--- src/rtl/bsg_link_pkg.sv ---
// Shared widths and types for the BSG two-channel link receive path.
// Optional sticky overflow flag in the top is enabled by BSG_DOWNSTREAM_ERR_EN.
package bsg_link_pkg;

  localparam int CH_W           = 8;
  localparam int BEAT_W         = 16;
  localparam int WORD_W         = 64;
  localparam int BEATS_PER_WORD = 4;

  typedef enum logic [1:0] {
    BEAT0 = 2'd0,
    BEAT1 = 2'd1,
    BEAT2 = 2'd2,
    BEAT3 = 2'd3
  } beat_state_e;

  typedef logic [WORD_W-1:0] link_word_t;

endpackage

--- src/rtl/bsg_link_rx_fifo.sv ---
// Small word FIFO between the beat assembler and the core; head word is read
// straight from storage, a write while full is taken only if the head is popped.
module bsg_link_rx_fifo
  import bsg_link_pkg::*;
#(
  parameter int DEPTH = 4
) (
  input  logic       clk,
  input  logic       rst_n,
  input  logic       wr_en_i,
  input  link_word_t wr_data_i,
  input  logic       yumi_i,
  output logic       valid_o,
  output link_word_t data_o,
  output logic       full_o
);

  localparam int PTR_W = $clog2(DEPTH);

  link_word_t       mem_q [DEPTH];
  logic [PTR_W-1:0] rd_ptr_q, rd_ptr_d;
  logic [PTR_W-1:0] wr_ptr_q, wr_ptr_d;
  logic [PTR_W:0]   count_q, count_d;
  logic             do_rd, do_wr;

  assign full_o  = (count_q == (PTR_W+1)'(DEPTH));
  assign valid_o = (count_q != '0);
  assign data_o  = mem_q[rd_ptr_q];

  // Full uses the pre-edge count, so a same-cycle pop frees the slot being written.
  assign do_rd = yumi_i & valid_o;
  assign do_wr = wr_en_i & (~full_o | do_rd);

  always_comb begin
    rd_ptr_d = rd_ptr_q;
    wr_ptr_d = wr_ptr_q;
    count_d  = count_q;
    if (do_rd) rd_ptr_d = rd_ptr_q + PTR_W'(1);
    if (do_wr) wr_ptr_d = wr_ptr_q + PTR_W'(1);
    case ({do_wr, do_rd})
      2'b10:   count_d = count_q + (PTR_W+1)'(1);
      2'b01:   count_d = count_q - (PTR_W+1)'(1);
      default: count_d = count_q;
    endcase
  end

  always_ff @(posedge clk or negedge rst_n) begin
    if (!rst_n) begin
      rd_ptr_q <= '0;
      wr_ptr_q <= '0;
      count_q  <= '0;
    end else begin
      rd_ptr_q <= rd_ptr_d;
      wr_ptr_q <= wr_ptr_d;
      count_q  <= count_d;
    end
  end

  always_ff @(posedge clk or negedge rst_n) begin
    if (!rst_n) begin
      for (int i = 0; i < DEPTH; i++) mem_q[i] <= '0;
    end else if (do_wr) begin
      mem_q[wr_ptr_q] <= wr_data_i;
    end
  end

endmodule

--- src/rtl/bsg_downstream_link_rx.sv ---
// Receive end of the BSG link: assembles four 16-bit beats into a 64-bit word,
// buffers words, returns one credit per consumed word. Option: BSG_DOWNSTREAM_ERR_EN.
module bsg_downstream_link_rx
  import bsg_link_pkg::*;
#(
  parameter int DEPTH = 4
) (
  input  logic              clk,
  input  logic              rst_n,
  input  logic              io_valid_in,
  input  logic [CH_W-1:0]   io_data_in_ch0,
  input  logic [CH_W-1:0]   io_data_in_ch1,
  output logic              io_token_out,
  output logic              core_valid_out,
  output logic [WORD_W-1:0] core_data_out,
  input  logic              core_yumi_in
`ifdef BSG_DOWNSTREAM_ERR_EN
  ,
  output logic              err_overflow
`endif
);

  localparam int SHIFT_W = (BEATS_PER_WORD - 1) * BEAT_W;

  beat_state_e        state_q, state_d;
  logic [SHIFT_W-1:0] shift_q, shift_d;
  logic               token_q, token_d;
  logic [BEAT_W-1:0]  beat;
  logic               word_done;
  link_word_t         wr_word;
  logic               fifo_valid, fifo_full;
  logic               yumi_ok;

  assign beat    = {io_data_in_ch1, io_data_in_ch0};
  // Earlier beats sit in the low bits; the final beat lands on top.
  assign wr_word = {beat, shift_q};
  assign yumi_ok = core_yumi_in & fifo_valid;

  always_comb begin
    state_d   = state_q;
    shift_d   = shift_q;
    word_done = 1'b0;
    if (io_valid_in) begin
      case (state_q)
        BEAT0:   state_d = BEAT1;
        BEAT1:   state_d = BEAT2;
        BEAT2:   state_d = BEAT3;
        default: state_d = BEAT0;
      endcase
      if (state_q == BEAT3) word_done = 1'b1;
      else                  shift_d   = {beat, shift_q[SHIFT_W-1:BEAT_W]};
    end
    token_d = yumi_ok;
  end

  always_ff @(posedge clk or negedge rst_n) begin
    if (!rst_n) begin
      state_q <= BEAT0;
      shift_q <= '0;
      token_q <= 1'b0;
    end else begin
      state_q <= state_d;
      shift_q <= shift_d;
      token_q <= token_d;
    end
  end

  assign io_token_out = token_q;

  bsg_link_rx_fifo #(
    .DEPTH(DEPTH)
  ) u_fifo (
    .clk      (clk),
    .rst_n    (rst_n),
    .wr_en_i  (word_done),
    .wr_data_i(wr_word),
    .yumi_i   (core_yumi_in),
    .valid_o  (fifo_valid),
    .data_o   (core_data_out),
    .full_o   (fifo_full)
  );

  assign core_valid_out = fifo_valid;

`ifdef BSG_DOWNSTREAM_ERR_EN
  logic overflow;
  logic err_q, err_d;

  assign overflow = word_done & fifo_full & ~yumi_ok;

  always_comb begin
    err_d = err_q | overflow;
  end

  always_ff @(posedge clk or negedge rst_n) begin
    if (!rst_n) err_q <= 1'b0;
    else        err_q <= err_d;
  end

  assign err_overflow = err_q;

  a_no_overflow : assert property (@(posedge clk) disable iff (!rst_n) !overflow);
`endif

endmodule
--- config.mk ---
export PLATFORM = sky130hd
export DESIGN_NAME = bsg_downstream_link_rx
export DESIGN_NICKNAME = d
export VERILOG_FILES = /design/src/rtl/bsg_link_pkg.sv /design/src/rtl/bsg_link_rx_fifo.sv /design/src/rtl/bsg_downstream_link_rx.sv
export SDC_FILE = /design/constraint.sdc
export NUM_CORES = 1
export LEC_CHECK = 0
export ABC_CLOCK_PERIOD_IN_PS = 3700
export CAP_MARGIN = 20
export CORE_UTILIZATION = 64
export CTS_CLUSTER_DIAMETER = 150
export DETAILED_ROUTE_END_ITERATION = 8
export PLACE_DENSITY = 0.81
export SYNTH_ARGS = -nofsm -noshare
export SYNTH_HDL_FRONTEND = slang
export SYNTH_SLANG_ARGS = --single-unit
--- constraint.sdc ---
create_clock -name clk -period 3.7 [get_ports clk]
set_input_delay 0.74 -clock clk [delete_from_list [all_inputs] [get_ports clk]]
set_output_delay 0.74 -clock clk [all_outputs]
set_load 0.005 [all_outputs]
# [Word level (Yosys, flattened, before mapping)]
# Index checks and enable logic that the tools add are counted.
[word_totals] regBits=314 latchBits=0 ramBits=0 romBits=0 in_bits=20 memories=0
[op_classes] add_sub_neg=4 multipliers=0 div_mod_pow=0 n_lt_le_gt_ge=3 eq_ne=6 shift=0 muxes=10 n_bitwise=7 n_reduce_logical=5
[ops] cell="256-bit bitwise mux" count=1
[ops] cell="64-bit two-way mux" count=3
[ops] cell="64-bit binary-select mux with 2-bit select" count=1
[ops] cell="64-bit demux with 2-bit select" count=1
[ops] cell="2-bit == test (second input constant)" count=3
[ops] cell="3-bit >= comparator (second input constant)" count=2
[ops] cell="2-bit NOT with 3-bit output" count=2
[ops] cell="2-bit case mux with 3 select lines" count=1
[ops] cell="3-bit case mux with 2 select lines" count=1
[ops] cell="2-bit by 1-bit adder with 2-bit output (second input constant)" count=2
[ops] cell="2-bit by 1-bit == test with 1-bit output (second input constant)" count=2
[ops] cell="3-bit by 1-bit adder with 3-bit output (second input constant)" count=1
[ops] cell="3-bit == test (second input constant)" count=1
[ops] cell="3-bit by 1-bit less-than comparator with 1-bit output (second input constant)" count=1
[ops] cell="3-bit nonzero test" count=1
[ops] cell="3-bit by 1-bit subtractor with 3-bit output (second input constant)" count=1
[ops] cell="1-bit AND" count=2
[ops] cell="2-bit logical NOT" count=1
[ops] cell="1-bit two-way mux" count=2
[ops] cell="1-bit NOT" count=2
[ops] cell="2-bit AND reduction" count=1
[ops] cell="2-bit nonzero test" count=1
[ops] cell="1-bit logical AND" count=1
[ops] cell="1-bit OR" count=1

# [Depth between registers and ports, before layout]
# Gate-level depths: netlist (run 1).
[depth] word_depth=6 depth_mapped=8

# [Hierarchy]
# A second synthesis (run 1) with hierarchy kept.
[unflattened] hier_cells=785 area_unflattened_um2=13631.8
[modules_own_cells] module="bsg_link_rx_fifo" instances=1 cells_per_inst=669 area_per_inst_um2=11583.6 seq_area_each_um2=6581.3
[modules_own_cells] module="bsg_downstream_link_rx" instances=1 cells_per_inst=116 area_per_inst_um2=2048.2 seq_area_each_um2=1276.2

# [Worst setup path before layout (run 1)]
# Ideal clock, no wire load.
[synth_path] path_type="input to register" from="input core_yumi_in" to="register u_fifo.count_q[2]" setup_ns=0.079 arrival_ns=2.420 required_ns=3.621 path_slack_ns=1.201 path_stages=8 n_path_buf=0 path_cell_list="nor4b_2 > nand3b_1 > ha_1 > inv_1 > fa_1 > xor2_1 > nor2_1 > xor2_1"
[synth_via] elab_chain_len=5
[synth_lines] element="from (decl)" line_no="bsg_downstream_link_rx.sv:16" rtl="input logic core_yumi_in"
[synth_lines] element="1-bit AND *" line_no="bsg_link_rx_fifo.sv:31" rtl="assign do_rd = yumi_i & valid_o;"
[synth_lines] element="1-bit OR" line_no="bsg_link_rx_fifo.sv:32" rtl="assign do_wr = wr_en_i & (~full_o | do_rd);"
[synth_lines] element="1-bit AND" line_no="bsg_link_rx_fifo.sv:32"
[synth_lines] element="2-bit by 1-bit == test with 1-bit output / 2-bit == test (equally long branches)" line_no="bsg_link_rx_fifo.sv:40" rtl="case ({do_wr, do_rd})"
[synth_lines] element="3-bit case mux with 2 select lines / 2-bit nonzero test (equally long branches)"
[synth_lines] element="to (signal assigned)" line_no="bsg_link_rx_fifo.sv:55" rtl="count_q <= count_d;"
[synth_lines] element="to (decl)" line_no="bsg_link_rx_fifo.sv:23" rtl="logic [PTR_W:0] count_q, count_d;"
# Every way passes the cells marked *; elsewhere a longest branch is shown, timed or not.
# A chain may end at the register's enable or synchronous reset.

# [Final worst setup path (run 1)]
[layout_path] from="register u_fifo.rd_ptr_q[0]" to="output core_data_out[32]"
[layout_via] elab_chain_len=4
[layout_lines] element="from (decl)" line_no="bsg_link_rx_fifo.sv:21" rtl="logic [PTR_W-1:0] rd_ptr_q, rd_ptr_d;"
[layout_lines] element="from (signal assigned)" line_no="bsg_link_rx_fifo.sv:53" rtl="rd_ptr_q <= rd_ptr_d;"
[layout_lines] element="2-bit NOT with 3-bit output (implied by the code)" line_no="bsg_link_rx_fifo.sv:28" rtl="assign data_o = mem_q[rd_ptr_q];"
[layout_lines] element="64-bit binary-select mux with 2-bit select" line_no="bsg_link_rx_fifo.sv:28"
[layout_lines] element="64-bit two-way mux (implied by the code) (2 in series)" line_no="bsg_link_rx_fifo.sv:28"
[layout_lines] element="to (decl)" line_no="bsg_downstream_link_rx.sv:15" rtl="output logic [WORD_W-1:0] core_data_out,"
# Every way passes these cells. The select of a mux whose other input is x is not followed.

==> results.py, run 1 <==
metrics = {
    "synth": {
        "synth-seq-cells": 314,
        "avgSynthCellArea_sq_um": 17.50,
        "ys_warn_count": 0,
        "ys_seq_area_share_pct": 58.32,
        "synth_area_leaders": "dfrtp_1 58%, mux2_2 25%, mux4_2 11%",
        "netlist_area_sq_mm": 0.01347,
        "yosysUniqueCellTypes": 22,
        "synth_cells": 770,
        "synth_top_area_share_pct": 58.32,
        "syn_nets": 799,
        "synth.largest_area_cell": "dfrtp_1",
    },
    "sta": {
        "max_freq_ghz": 0.2903,
        "post-route-period-util_pct": 93.11,
        "fin_worst_skew_ns": 0.008296,
        "final-hold-violation-count": 0,
        "finalSetupViolations": 0,
        "rsz0062_at_grt": "no",
        "slew_headroom_pct": 47.65,
        "fin_crit_ns": 3.445,
        "tightest_slew_ns": 0.7853,
        "maxSlewViolCount": 0,
        "finalSetupTns_ns": 0,
    },
    "global_route": {
        "grt_max_degree": 102,
        "grt_pass1_vias": 7939,
        "grt_pass1_wl_um": 44330,
        "antenna_found_initial": 0,
        "grt_remaining_overflow": 0,
        "grt_usage_pct": 26.53,
    },
    "pwr": {
        "swShare_pct": 28.69,
        "p_leak_nw": 6.830,
        "clockPowerShare_pct": 22.0,
        "pwr-share-seq_pct": 42.5,
        "combPwrFrac_pct": 35.5,
        "total_power_w": 0.01457,
        "power.switching_w": 0.004180,
        "intPower_w": 0.01039,
        "vdd_drop_max_mv": 0.6661,
        "powerDensity_mw_per_mm2": 935.2,
    },
    "setup_path": {
        "worst-setup-path-type": "register to output port",
        "worstPathRequired_ns": 2.96,
        "arrival_ns": 2.71,
        "slowest_delay_ns": 0.75,
        "start_kind": "register",
        "crit_path_end_kind": "output port",
        "cp_max_fo": 24,
        "reg2reg_depth": 9,
        "slowest_stage": "dfrtp_4",
        "path_cells": "buf_4 > mux4_2 > clkdlybuf4s50_1",
    },
    "detailed_routing": {
        "wl_um": 26850,
        "antenna_left": 0,
        "vias": 7073,
        "drcViolationCount": 0,
        "viasPerCell": 6.119,
        "first_pass_iters": 4,
        "wl_per_cell_um": 23.23,
        "drt_iter0_markers": 304,
    },
    "floorplan": {
        "ios": 86,
        "design.core.area_sq_mm": 0.02043,
        "die_area_sq_mm": 0.02164,
        "rows": 52,
        "die_x_um": 147.1,
        "initial_core_util_pct": 65.95,
        "dieHeight_um": 147.1,
    },
    "place": {
        "io_buffers": 85,
        "place.gp.congestion": 0.7341,
        "post-dp-hpwl_um": 16320,
    },
    "clocking": {
        "tritoncts_num_sinks": 314,
        "cts_tree": "yes",
        "post-cts-setup-buffers": 0,
        "cts_resized": 0,
        "clock_latency_ns": 0.54,
        "ctsLongestPathBuffers": 3,
        "cts_buffers": 31,
        "cts_htree_levels": 1,
        "cts-root-buf": "clkbuf_16",
        "path_clk_slew_ns": 0.06,
        "postCtsHoldBufs": 0,
    },
    "final_layout": {
        "final_core_util_pct": 76.27,
        "fin_nets": 892,
        "final_cell_mix": "312 x dfrtp_1, 305 x mux2_2, 84 x clkdlybuf4s50_1, 64 x mux4_2, 31 x clkbuf_16",
        "antenna_cells": 0,
        "mostFrequentLayoutCell": "dfrtp_1",
        "drive_gt1_share_pct": 50.79,
        "syn2layout_area_growth_pct": 15.65,
    },
    "run_status": {
        "status": "finished, final reports clean",
    },
    "run": {
        "drv_cap": 0,
    },
    "hold_path": {
        "hold_path_class": "input pin to async pin",
    },
}
==> state kept, by name (all words and copies together), names as in the netlist <==
register,flops
io_token_out,1
u_fifo.mem_q,256
u_fifo.rd_ptr_q,2
u_fifo.wr_ptr_q,2
state_q,2
shift_q,48
u_fifo.count_q,3
==> final timing paths <==
check | start | to | slack (ns)
setup reg to reg | u_fifo.count_q[1] | u_fifo.count_q[2] | 1.41
hold reg to reg | u_fifo.mem_q[87] | u_fifo.mem_q[87] | 0.50
max in group asynchronous | rst_n | u_fifo.mem_q[166] | 2.52
setup / recovery | u_fifo.rd_ptr_q[0] | core_data_out[32] | 0.25
min in group clk | u_fifo.mem_q[87] | u_fifo.mem_q[87] | 0.50
hold / removal | rst_n | u_fifo.mem_q[136] | 0.23
==> kinds of logic after synthesis <==
group                      synth area share, %
and+or+nand+nor                         0.7151
buffers and inverters                    3.269
adders and majority gates               0.8916
AOI/OAI and AO/OA                       0.2229
muxes                                    36.19
DFF                                      58.32
xor gates and xnor gates                0.3901
==> final cells by class <==
type,instances,area (sq um)
clock buffers,43,890.9
clock inverters,13,167.7
fillers,1191,4848
inverters,7,26.28
multi-input cells,405,5197
flip-flops and latches,314,7863
well taps,270,337.8
repair buffers,104,1099
==> routing by layer <==
layer	up-vias	part of all wire [%]	wire length (um)	track usage, %
met2	128	51	13700	43.84
met5	-	0	0	0
met4	0	2.4	639	6.753
met3	44	2.7	736	3.261
li1	3034	-	-	-
met1	3867	44	11780	38.07
==> through the flow <==
stage / std cells / worst slack, ns / hold slack [ns] / cell area (sq um)
after floorplan: 770 / 1.201 / 0.4444 / 13470
after global placement: 1100 / 0.7539 / 0.4835 / 14520
after detailed placement: 1100 / 0.6838 / 0.4908 / 14520
after CTS: 1156 / 0.1761 / 0.2610 / 15580
after global routing: 1156 / 0.1296 / 0.2821 / 15580
final: 1156 / 0.2549 / 0.2335 / 15580
==> cell usage after synthesis <==
| master | number |
|---|---|
| fa_1 | 1 |
| nor4b_2 | 1 |
| mux4_2 | 64 |
| inv_1 | 7 |
| nand3b_1 | 1 |
| ha_1 | 8 |
| xor2_1 | 3 |
| o21ai_0 | 4 |
| xnor2_1 | 3 |
| mux2_2 | 305 |
| clkbuf_1 | 9 |
| nand2b_1 | 1 |
| dfrtp_1 | 314 |
| nor2_2 | 4 |
| buf_2 | 7 |
| nor2_1 | 1 |
| or3_2 | 1 |
| nand2_1 | 3 |
| nand3_1 | 4 |
| buf_1 | 4 |
| clkbuf_8 | 24 |
| o31a_2 | 1 |
==> power by group through the flow <==
stage | sequential, W | clock, W | combinational, W
after floorplan | 0.00567 | 0 | 0.00335
after global placement | 0.00603 | 0 | 0.00503
after detailed placement | 0.00621 | 0 | 0.00521
after CTS | 0.00618 | 0.00326 | 0.00526
after global routing | 0.00641 | 0.00340 | 0.00552
final | 0.00619 | 0.00321 | 0.00517
==> worst max-delay path: cells and delay by family (launching register included) <==
kind	cells	cell delay, ns
flip-flops	1	0.75
buffers and inverters	2	0.84
multiplexers	1	0.54
No activity file was read; power rests on OpenSTA's default activity.
==> run 2: changes to the inputs <==
- CAP_MARGIN: 20 -> 5
- SLEW_MARGIN: unset -> 20
==> results of run 2 <==
Final layout, timing and power as in run 1 (identical DEF).
